--- config.mk ---
export PLATFORM = sky130hd
export DESIGN_NAME = game_round_ctrl
export DESIGN_NICKNAME = d
export VERILOG_FILES = /design/src/rtl/game_pkg.sv /design/src/rtl/tick_gen.sv /design/src/rtl/game_round_ctrl.sv
export SDC_FILE = /design/constraint.sdc
export NUM_CORES = 1
export LEC_CHECK = 0
export CORE_MARGIN = 3
export CORE_UTILIZATION = 60
export CTS_CLUSTER_SIZE = 10
export DETAILED_ROUTE_END_ITERATION = 12
export PLACE_DENSITY = 0.84
export SYNTH_ARGS = -nofsm -noshare
export SYNTH_HDL_FRONTEND = slang
export SYNTH_SLANG_ARGS = --single-unit
--- constraint.sdc ---
create_clock -name clk -period 15.2 [get_ports clk]
set_input_delay 4.56 -clock clk [delete_from_list [all_inputs] [get_ports clk]]
set_output_delay 4.56 -clock clk [all_outputs]
set_load 0.01 [all_outputs]
--- src/rtl/game_pkg.sv ---
// Shared definitions for the whack-a-mole round sequencer.
// - phase_t   : game phase encoding, also driven out on the phase port
// - LEVEL_MAX : highest difficulty level
// - mole_life : mole lifetime in ticks for a given level, floored at a minimum
package game_pkg;

    typedef enum logic [1:0] {
        Idle      = 2'd0,
        Countdown = 2'd1,
        Play      = 2'd2,
        Done      = 2'd3
    } phase_t;

    localparam int unsigned LEVEL_MAX = 7;

    // max(init - lvl*step, floor_v) without letting the subtraction wrap
    function automatic int unsigned mole_life(input int unsigned lvl,
                                              input int unsigned init,
                                              input int unsigned step,
                                              input int unsigned floor_v);
        int unsigned dec;
        dec = lvl * step;
        if (dec + floor_v >= init) begin
            return floor_v;
        end
        return init - dec;
    endfunction

endpackage

--- src/rtl/tick_gen.sv ---
// Tick generator: divides clk by TICK_DIV.
// Ports:
// - clk   : system clock
// - rst_n : synchronous active-low reset
// - clr   : restart the division so the next tick is a full period away
// - tick  : 1-cycle pulse on the last cycle of each period
module tick_gen #(
    parameter int unsigned TICK_DIV = 1000
) (
    input  logic clk,
    input  logic rst_n,
    input  logic clr,
    output logic tick
);

    localparam int unsigned CntW = $clog2(TICK_DIV + 1);

    logic [CntW-1:0] cnt;

    assign tick = (cnt == CntW'(TICK_DIV - 1));

    always_ff @(posedge clk) begin
        if (!rst_n || clr) begin
            cnt <= '0;
        end else if (tick) begin
            cnt <= '0;
        end else begin
            cnt <= cnt + CntW'(1);
        end
    end

endmodule

--- src/rtl/game_round_ctrl.sv ---
// Round sequencer for the whack-a-mole game: owns the game phase, the game
// clock, the per-mole lifetime and the difficulty level.
// Ports:
// - clk, rst_n    : clock, synchronous active-low reset
// - start         : debounced start button (level; only rising edges act)
// - hit           : 1-cycle pulse, current mole was hit
// - spawn         : 1-cycle pulse, mole FSM must pick a new mole
// - mole_expired  : 1-cycle pulse, current mole timed out unhit
// - phase         : 0 idle, 1 countdown, 2 play, 3 done
// - game_active   : high in play
// - game_end      : high in done
// - cd_digit      : remaining countdown digit, 0 outside countdown
// - level         : current difficulty level
module game_round_ctrl
    import game_pkg::*;
#(
    parameter int unsigned TICK_DIV      = 1000,
    parameter int unsigned CD_STEPS      = 3,
    parameter int unsigned CD_STEP_TICKS = 1000,
    parameter int unsigned GAME_TICKS    = 15000,
    parameter int unsigned MOLE_INIT     = 1500,
    parameter int unsigned MOLE_STEP     = 150,
    parameter int unsigned MOLE_MIN      = 300,
    parameter int unsigned HITS_PER_LVL  = 4
) (
    input  logic       clk,
    input  logic       rst_n,
    input  logic       start,
    input  logic       hit,
    output logic       spawn,
    output logic       mole_expired,
    output logic [1:0] phase,
    output logic       game_active,
    output logic       game_end,
    output logic [1:0] cd_digit,
    output logic [2:0] level
);

    localparam int unsigned CdW   = $clog2(CD_STEP_TICKS + 1);
    localparam int unsigned GameW = $clog2(GAME_TICKS + 1);
    localparam int unsigned MoleW = $clog2(MOLE_INIT + 1);
    localparam int unsigned HitW  = $clog2(HITS_PER_LVL + 1);

    localparam logic [1:0] CdInit   = 2'(CD_STEPS);
    localparam logic [2:0] LevelTop = 3'(LEVEL_MAX);

    phase_t            state;
    logic              start_q;
    logic              start_rise_q;
    logic [CdW-1:0]    cd_cnt;
    logic [GameW-1:0]  game_cnt;
    logic [MoleW-1:0]  mole_tmr;
    logic [HitW-1:0]   hit_cnt;

    logic              tick;
    logic              phase_chg;
    logic              cd_step;
    logic              game_over;
    logic              mole_out;
    logic              hit_wrap;
    logic [2:0]        level_nxt;
    logic [MoleW-1:0]  life_cur;
    logic [MoleW-1:0]  life_nxt;

    // Cleared on the same edge the phase changes, so every phase opens with
    // a full tick period.
    tick_gen #(
        .TICK_DIV (TICK_DIV)
    ) u_tick_gen (
        .clk   (clk),
        .rst_n (rst_n),
        .clr   (phase_chg),
        .tick  (tick)
    );

    assign phase       = state;
    assign game_active = (state == Play);
    assign game_end    = (state == Done);

    assign cd_step   = tick && (cd_cnt == CdW'(CD_STEP_TICKS - 1));
    assign game_over = tick && (game_cnt == GameW'(GAME_TICKS - 1));
    // The tick that would take the timer to zero ends the mole's life.
    assign mole_out  = tick && (mole_tmr <= MoleW'(1));
    assign hit_wrap  = (hit_cnt == HitW'(HITS_PER_LVL - 1));

    always_comb begin
        level_nxt = level;
        if (hit && hit_wrap && (level != LevelTop)) begin
            level_nxt = level + 3'd1;
        end
        life_cur = MoleW'(mole_life(32'(level), MOLE_INIT, MOLE_STEP, MOLE_MIN));
        life_nxt = MoleW'(mole_life(32'(level_nxt), MOLE_INIT, MOLE_STEP, MOLE_MIN));

        phase_chg = 1'b0;
        unique case (state)
            Idle:      phase_chg = start_rise_q;
            Countdown: phase_chg = cd_step && (cd_digit == 2'd1);
            Play:      phase_chg = game_over;
            Done:      phase_chg = start_rise_q;
            default:   phase_chg = 1'b0;
        endcase
    end

    always_ff @(posedge clk) begin
        if (!rst_n) begin
            state        <= Idle;
            // Sampling start here keeps a button held through reset from
            // looking like a fresh press afterwards.
            start_q      <= start;
            start_rise_q <= 1'b0;
            cd_cnt       <= '0;
            game_cnt     <= '0;
            mole_tmr     <= '0;
            hit_cnt      <= '0;
            level        <= '0;
            cd_digit     <= '0;
            spawn        <= 1'b0;
            mole_expired <= 1'b0;
        end else begin
            start_q      <= start;
            start_rise_q <= start & ~start_q;
            spawn        <= 1'b0;
            mole_expired <= 1'b0;

            unique case (state)
                Idle, Done: begin
                    if (start_rise_q) begin
                        state    <= Countdown;
                        cd_digit <= CdInit;
                        cd_cnt   <= '0;
                        hit_cnt  <= '0;
                        level    <= '0;
                    end
                end

                Countdown: begin
                    if (cd_step) begin
                        cd_cnt <= '0;
                        if (cd_digit == 2'd1) begin
                            state    <= Play;
                            cd_digit <= '0;
                            game_cnt <= '0;
                            spawn    <= 1'b1;
                            mole_tmr <= life_cur;
                        end else begin
                            cd_digit <= cd_digit - 2'd1;
                        end
                    end else if (tick) begin
                        cd_cnt <= cd_cnt + CdW'(1);
                    end
                end

                Play: begin
                    // A hit always counts, even on the closing tick.
                    if (hit) begin
                        hit_cnt <= hit_wrap ? '0 : hit_cnt + HitW'(1);
                        level   <= level_nxt;
                    end
                    if (tick) begin
                        game_cnt <= game_cnt + GameW'(1);
                    end
                    if (game_over) begin
                        state <= Done;
                    end else if (hit) begin
                        spawn    <= 1'b1;
                        mole_tmr <= life_nxt;
                    end else if (mole_out) begin
                        spawn        <= 1'b1;
                        mole_expired <= 1'b1;
                        mole_tmr     <= life_cur;
                    end else if (tick) begin
                        mole_tmr <= mole_tmr - MoleW'(1);
                    end
                end

                default: state <= Idle;
            endcase
        end
    end

endmodule
==> out/qor.yml, run 1 <==
finalWorstSetupSlack_ns: 5.81
ys_warn_count: 0
placementRows: 31
synth_top_area_share_pct: 25.9
synth_top_cell_by_area: "dfxtp_1"
arrival_ns: 9.63
ctsResizeCount: 0
synth-edff-count: 0
slew_viol_final: 0
grt_pass1_vias: 3752
tightestPinTransition_ns: 1.10
viasPerCell: 6.01
final.fill_count: 613
yosysUniqueCellTypes: 75
layout.cell_area.non_filler_um2: 4920
port-buffer-count: 14
setup_viol: 0
grt_first_pass_wirelength_mm: 17.4
cts_buffers: 9
finalHoldViolations: 0
crit_family: "simple AND/OR/NAND/NOR gates"
p_leak_nw: 1.87
hold_ws_ns: 0.381
dp_hpwl_mm: 7.55
slowest_stage: "clkdlybuf4s50_1"
gp_congestion: 0.969
max_freq_mhz: 107
p_switching_w: 0.000191
post_cts_buffers: 0
clockBufferDepth: 2
nets: 612
core_um2: 7290
required_ns: 15.44
ys_ff_latch: 59
worst_setup_path_end_kind: "flip-flop"
fin_crit_sh_pct: 61.7
synth_area_leaders: "dfxtp_1, ha_1, xnor2_1"
p_seq_share_pct: 37.7
diodes: 0
startpoint_type: "primary input"
hold_path.class: "reg -> reg"
tritoncts: "done"
rsz0062_at_grt: "false"
via_count: 4054
ctsHoldBuffers: 0
intPower_w: 0.000321
power.share.switching_pct: 37.3
gr-total-overflow: 0
boundaryPins: 15
ys.flop_type: "dfxtp_1"
grt_util_all_layers_pct: 24.6
antenna_left: 0
htreeDepth: 3
chipWidth_um: 93.1
p_comb_share_pct: 34.9
clkLatencyLatePin_ns: 0.34
antenna_found_initial: 0
crit_chain: "clkdlybuf4s50_1, and4bb_1, mux2i_2, inv_1, ha_1, fa_1, xnor3_1, or2_2, xnor2_1, nor3_1, nor2_1, or4_1, and3_1"
area_delta_synth_final_pct: 8.08
synth_cells: 566
final_util_pct: 67.5
vdd_drop_max_mv: 0.0941
wl_per_cell_um: 15.0
routed_wl_mm: 10.1
critPathBufInv: 2
synth-seq-area-share_pct: 25.9
cts_root_buf: "clkbuf_8"
finalCriticalPeriod_ns: 9.39
tns_ns: 0
synth.avg_cell_area_um2: 8.04
die_area_um2: 8670
grt_start_max_net_pins: 32
slew-limit-headroom_pct: 26.2
synthesis.nets: 608
post-place-ws_ns: 5.56
p_per_area_nw_per_um2: 104
crit_fanout: 21
syn_area_um2: 4550
start_util_pct: 62.4
postPlaceCellArea_um2: 4730
clock_power_share_pct: 27.4
critPathMaxStageDelay_ns: 0.87
critPathKind: "in -> reg"
cts_sinks: 59
fin_skew_ns: 0.00665
clk_pin_slew_ns: 0.07
drive_gt1_share_pct: 5.74
drt_first_pass_iters: 5
die_h_um: 93.1
drc: 0
drt-initial-drc-count: 326
async_flop_share_pct: 0
outcome: "complete, no violations"
drv_cap: 0
layout make-up:
class	instances	area, um2	share of cell area [%]
clock inverter	5	52.6	1.07
inverter	28	108	2.19
clock buffer	11	141	2.87
timing repair buffer	14	140	2.85
sequential	59	1180	24.0
tap	99	124	2.52
multi-input combinational	458	3170	64.5
flip-flops by register name, indices dropped and copies added (netlist names):
register        cells
spawn               1
game_cnt           14
cd_digit            2
hit_cnt             3
start_rise_q        1
cd_cnt             10
mole_tmr           11
u_tick_gen.cnt     10
level               3
phase               2
mole_expired        1
start_q             1
power by group through the flow:
stage	Combinational [W]	Sequential [W]	Clock, W
global route	0.000200	0.000195	0.000148
finish	0.000179	0.000193	0.000140
global placement	0.000169	0.000194	0
CTS	0.000177	0.000192	0.000143
floorplan	0.000134	0.000192	0
detailed placement	0.000175	0.000194	0
synthesized netlist by cell type, types with 10 or more instances:
cell,number
nor2_1,64
dfxtp_1,59
nand2_1,49
ha_1,35
xnor2_1,30
nand3_1,28
xor2_1,26
inv_1,25
o21ai_0,18
a21oi_1,17
clkbuf_1,15
nand4_1,13
and3_1,12
nor3_1,12
o211ai_1,11
nor2b_1,10
cell families (layout without fill, tap and decap cells):
family | count (synthesis) | in the layout | share of synthesized area, %
AND/OR/NAND/NOR | 242 | 242 | 27.4
AO/OA/AOI/OAI | 113 | 113 | 17.8
flip-flops | 59 | 59 | 25.9
XOR/XNOR | 58 | 58 | 11.6
buffers and inverters | 49 | 58 | 4.34
adder cells (fa/ha/maj) | 38 | 38 | 10.9
multiplexers | 7 | 7 | 2.01
routing by layer:
layer	GRT usage (%)	share of wire [%]	vias to the layer above
met5	0	0	-
met4	8.18	2.0	0
met3	5.23	5.1	22
met2	39.4	47	127
met1	33.1	46	1875
li1	-	-	2030
metrics by stage:
step                power (W)  instances
CTS                  0.000512        674
detailed placement   0.000369        658
global route         0.000543        674
global placement     0.000363        658
floorplan            0.000326        566
finish               0.000512        674
placed cells by master, fill, tap and decap left out, types with 17 or more instances in the layout:
cell type,n
a21oi_1,17
dfxtp_1,59
ha_1,35
inv_1,25
nand2_1,49
nand3_1,28
nor2_1,64
o21ai_0,18
xnor2_1,30
xor2_1,26
final timing paths:
path | start | to | slack (ns) | cells after the start
setup / recovery | hit | mole_tmr[10]$_SDFFE_PN0P_ | 5.81 | 13
setup reg to reg | level[0]$_SDFFE_PN0P_ | mole_tmr[10]$_SDFFE_PN0P_ | 9.78 | 15
hold / removal | start_q$_DFF_P_ | start_rise_q$_SDFF_PN0_ | 0.38 | 1
hold reg to reg | start_q$_DFF_P_ | start_rise_q$_SDFF_PN0_ | 0.38 | 1
No activity file was read; power rests on OpenSTA's default activity.
==> run 2: changes to the inputs <==
--- a/config.mk
+++ b/config.mk
@@ -6,10 +6,10 @@
 export NUM_CORES = 1
 export LEC_CHECK = 0
 export CORE_MARGIN = 3
-export CORE_UTILIZATION = 60
+export CORE_UTILIZATION = 56
 export CTS_CLUSTER_SIZE = 10
 export DETAILED_ROUTE_END_ITERATION = 12
-export PLACE_DENSITY = 0.84
+export PLACE_DENSITY = 0.83
 export SYNTH_ARGS = -nofsm -noshare
 export SYNTH_HDL_FRONTEND = slang
 export SYNTH_SLANG_ARGS = --single-unit
==> constraint.sdc (replaced) <==
create_clock -name clk -period 8.1 [get_ports clk]
set_input_delay 2.43 -clock clk [delete_from_list [all_inputs] [get_ports clk]]
set_output_delay 2.43 -clock clk [all_outputs]
set_load 0.01 [all_outputs]
==> out/qor.yml, run 2 (synthesis gave the netlist of run 1 again) <==
outcome: "complete, no violations"
max_flop_register: "game_cnt"
ctsHoldBuffers: 0
grt_first_pass_wirelength_mm: 17.2
slew-limit-headroom_pct: 31.8
antenna_found_initial: 0
p_seq_share_pct: 36.2
grt_pass1_vias: 3796
grt_start_max_net_pins: 32
layout_common_cells: "nor2_1, dfxtp_1, nand2_1"
critPathBufInv: 3
reg.largest.list: "game_cnt x14, mole_tmr x11"
cts_sinks: 59
final_common_cell: "nor2_1"
routed_wl_mm: 10.2
slew_viol_final: 0
clockBufferDepth: 2
arrival_ns: 7.19
final_util_pct: 63.6
setup_viol: 0
drt-initial-drc-count: 281
critPathMaxStageDelay_ns: 0.56
die_area_um2: 9250
slowest_stage: "and4bb_1"
required_ns: 8.33
cts_root_buf: "clkbuf_8"
drt_first_pass_iters: 7
grt_util_all_layers_pct: 23.4
power.share.switching_pct: 36.9
chipWidth_um: 96.2
fin_crit_sh_pct: 85.8
die_h_um: 96.2
start_util_pct: 58.3
via_count: 4076
final.fill_count: 656
finalCriticalPeriod_ns: 6.95
crit_chain: "clkdlybuf4s50_1, buf_4, and4bb_1, mux2i_2, inv_1, ha_1, fa_1, xnor3_1, or2_2, xnor2_1, nor3_1, nor2_1, or4_1, and3_1"
tritoncts: "done"
fin_skew_ns: 0.0133
gr-total-overflow: 0
clk_pin_slew_ns: 0.07
hold_path.class: "reg -> reg"
area_delta_synth_final_pct: 8.99
place_inst: 662
ctsResizeCount: 0
drv_cap: 0
diodes: 0
crit_family: "simple AND/OR/NAND/NOR gates"
largest_register_ffs: 14
nets: 613
rsz0062_at_grt: "false"
core_um2: 7810
clock_power_share_pct: 30.4
viasPerCell: 6.01
htreeDepth: 3
p_comb_share_pct: 33.4
tns_ns: 0
drive_gt1_share_pct: 6.08
placementRows: 32
worst_setup_path_end_kind: "flip-flop"
p_switching_w: 0.000367
boundaryPins: 15
max_freq_mhz: 144
cts_buffers: 9
layout.cell_area.non_filler_um2: 4960
port-buffer-count: 14
crit_fanout: 21
instances_no_fill: 678
finalHoldViolations: 0
gp_congestion: 0.984
postPlaceCellArea_um2: 4740
antenna_left: 0
startpoint_type: "primary input"
p_leak_nw: 1.89
vdd_drop_max_mv: 0.170
post_cts_buffers: 0
hold_ws_ns: 0.390
drc: 0
clkLatencyLatePin_ns: 0.35
intPower_w: 0.000628
p_per_area_nw_per_um2: 201
critPathKind: "in -> reg"
dp_hpwl_mm: 7.63
wl_per_cell_um: 15.1
tightestPinTransition_ns: 1.02
[run 2: cell count changes in the layout (fill, tap and decap cells not counted), sizes merged]
cell | previous run | this run
inv | 28 | 29
clkbuf | 11 | 9
buf | 0 | 1
bufinv | 1 | 2
clkinv | 3 | 4
clkinvlp | 1 | 0
[run 2: cell type report]
cell class,count,area (um2),area share (%)
Tap cell,102,128,2.57
Timing Repair Buffer,15,148,2.98
Multi-Input combinational cell,458,3170,64.0
Clock buffer,9,124,2.50
Sequential cell,59,1180,23.8
Clock inverter,7,100,2.02
Inverter,28,108,2.17
[run 2: per-layer routing]
metal | share of wire, % | vias to the layer above | track usage (%) | wire, um
met5 | 0 | - | 0 | 0
met4 | 2.3 | 0 | 8.29 | 236
met3 | 4.5 | 29 | 4.69 | 461
met2 | 47 | 98 | 37.7 | 4800
met1 | 46 | 1921 | 31.0 | 4720
li1 | - | 2028 | - | -
[run 2: path summary, 6_finish.rpt]
check / slack (ns) / cells after the start / startpoint / to
max: 1.15 / 14 / hit / mole_tmr[10]$_SDFFE_PN0P_
min: 0.39 / 1 / start_q$_DFF_P_ / start_rise_q$_SDFF_PN0_
max reg2reg: 2.65 / 15 / level[0]$_SDFFE_PN0P_ / mole_tmr[10]$_SDFFE_PN0P_
min reg2reg: 0.39 / 1 / start_q$_DFF_P_ / start_rise_q$_SDFF_PN0_
[run 2: worst reg2reg max path, cell delays in order, from the launching register on]
cell and delay [ns]:
dfxtp_1 0.76, ha_1 0.34, ha_1 0.23, and4bb_1 0.41
xnor2_1 0.45, inv_1 0.19, ha_1 0.29, ha_1 0.25
fa_1 0.46, xnor3_1 0.50, or2_2 0.36, xnor2_1 0.13
nor3_1 0.23, nor2_1 0.19, or4_1 0.41, and3_1 0.15
[run 2: per-stage QoR]
| step | total power [W] | worst slack (ns) |
|---|---|---|
| after global placement | 0.000681 | 1.01 |
| after global routing | 0.00105 | 0.878 |
| after CTS | 0.000993 | 1.23 |
| final | 0.000995 | 1.15 |
| after detailed placement | 0.000691 | 0.883 |
| after floorplan | 0.000612 | 2.04 |
[run 2: power by group through the flow]
stage	clock, W	combinational, W	sequential, W
global placement	0	0.000317	0.000363
CTS	0.000306	0.000328	0.000359
floorplan	0	0.000252	0.000360
detailed placement	0	0.000326	0.000365
global route	0.000319	0.000370	0.000366
finish	0.000303	0.000333	0.000360
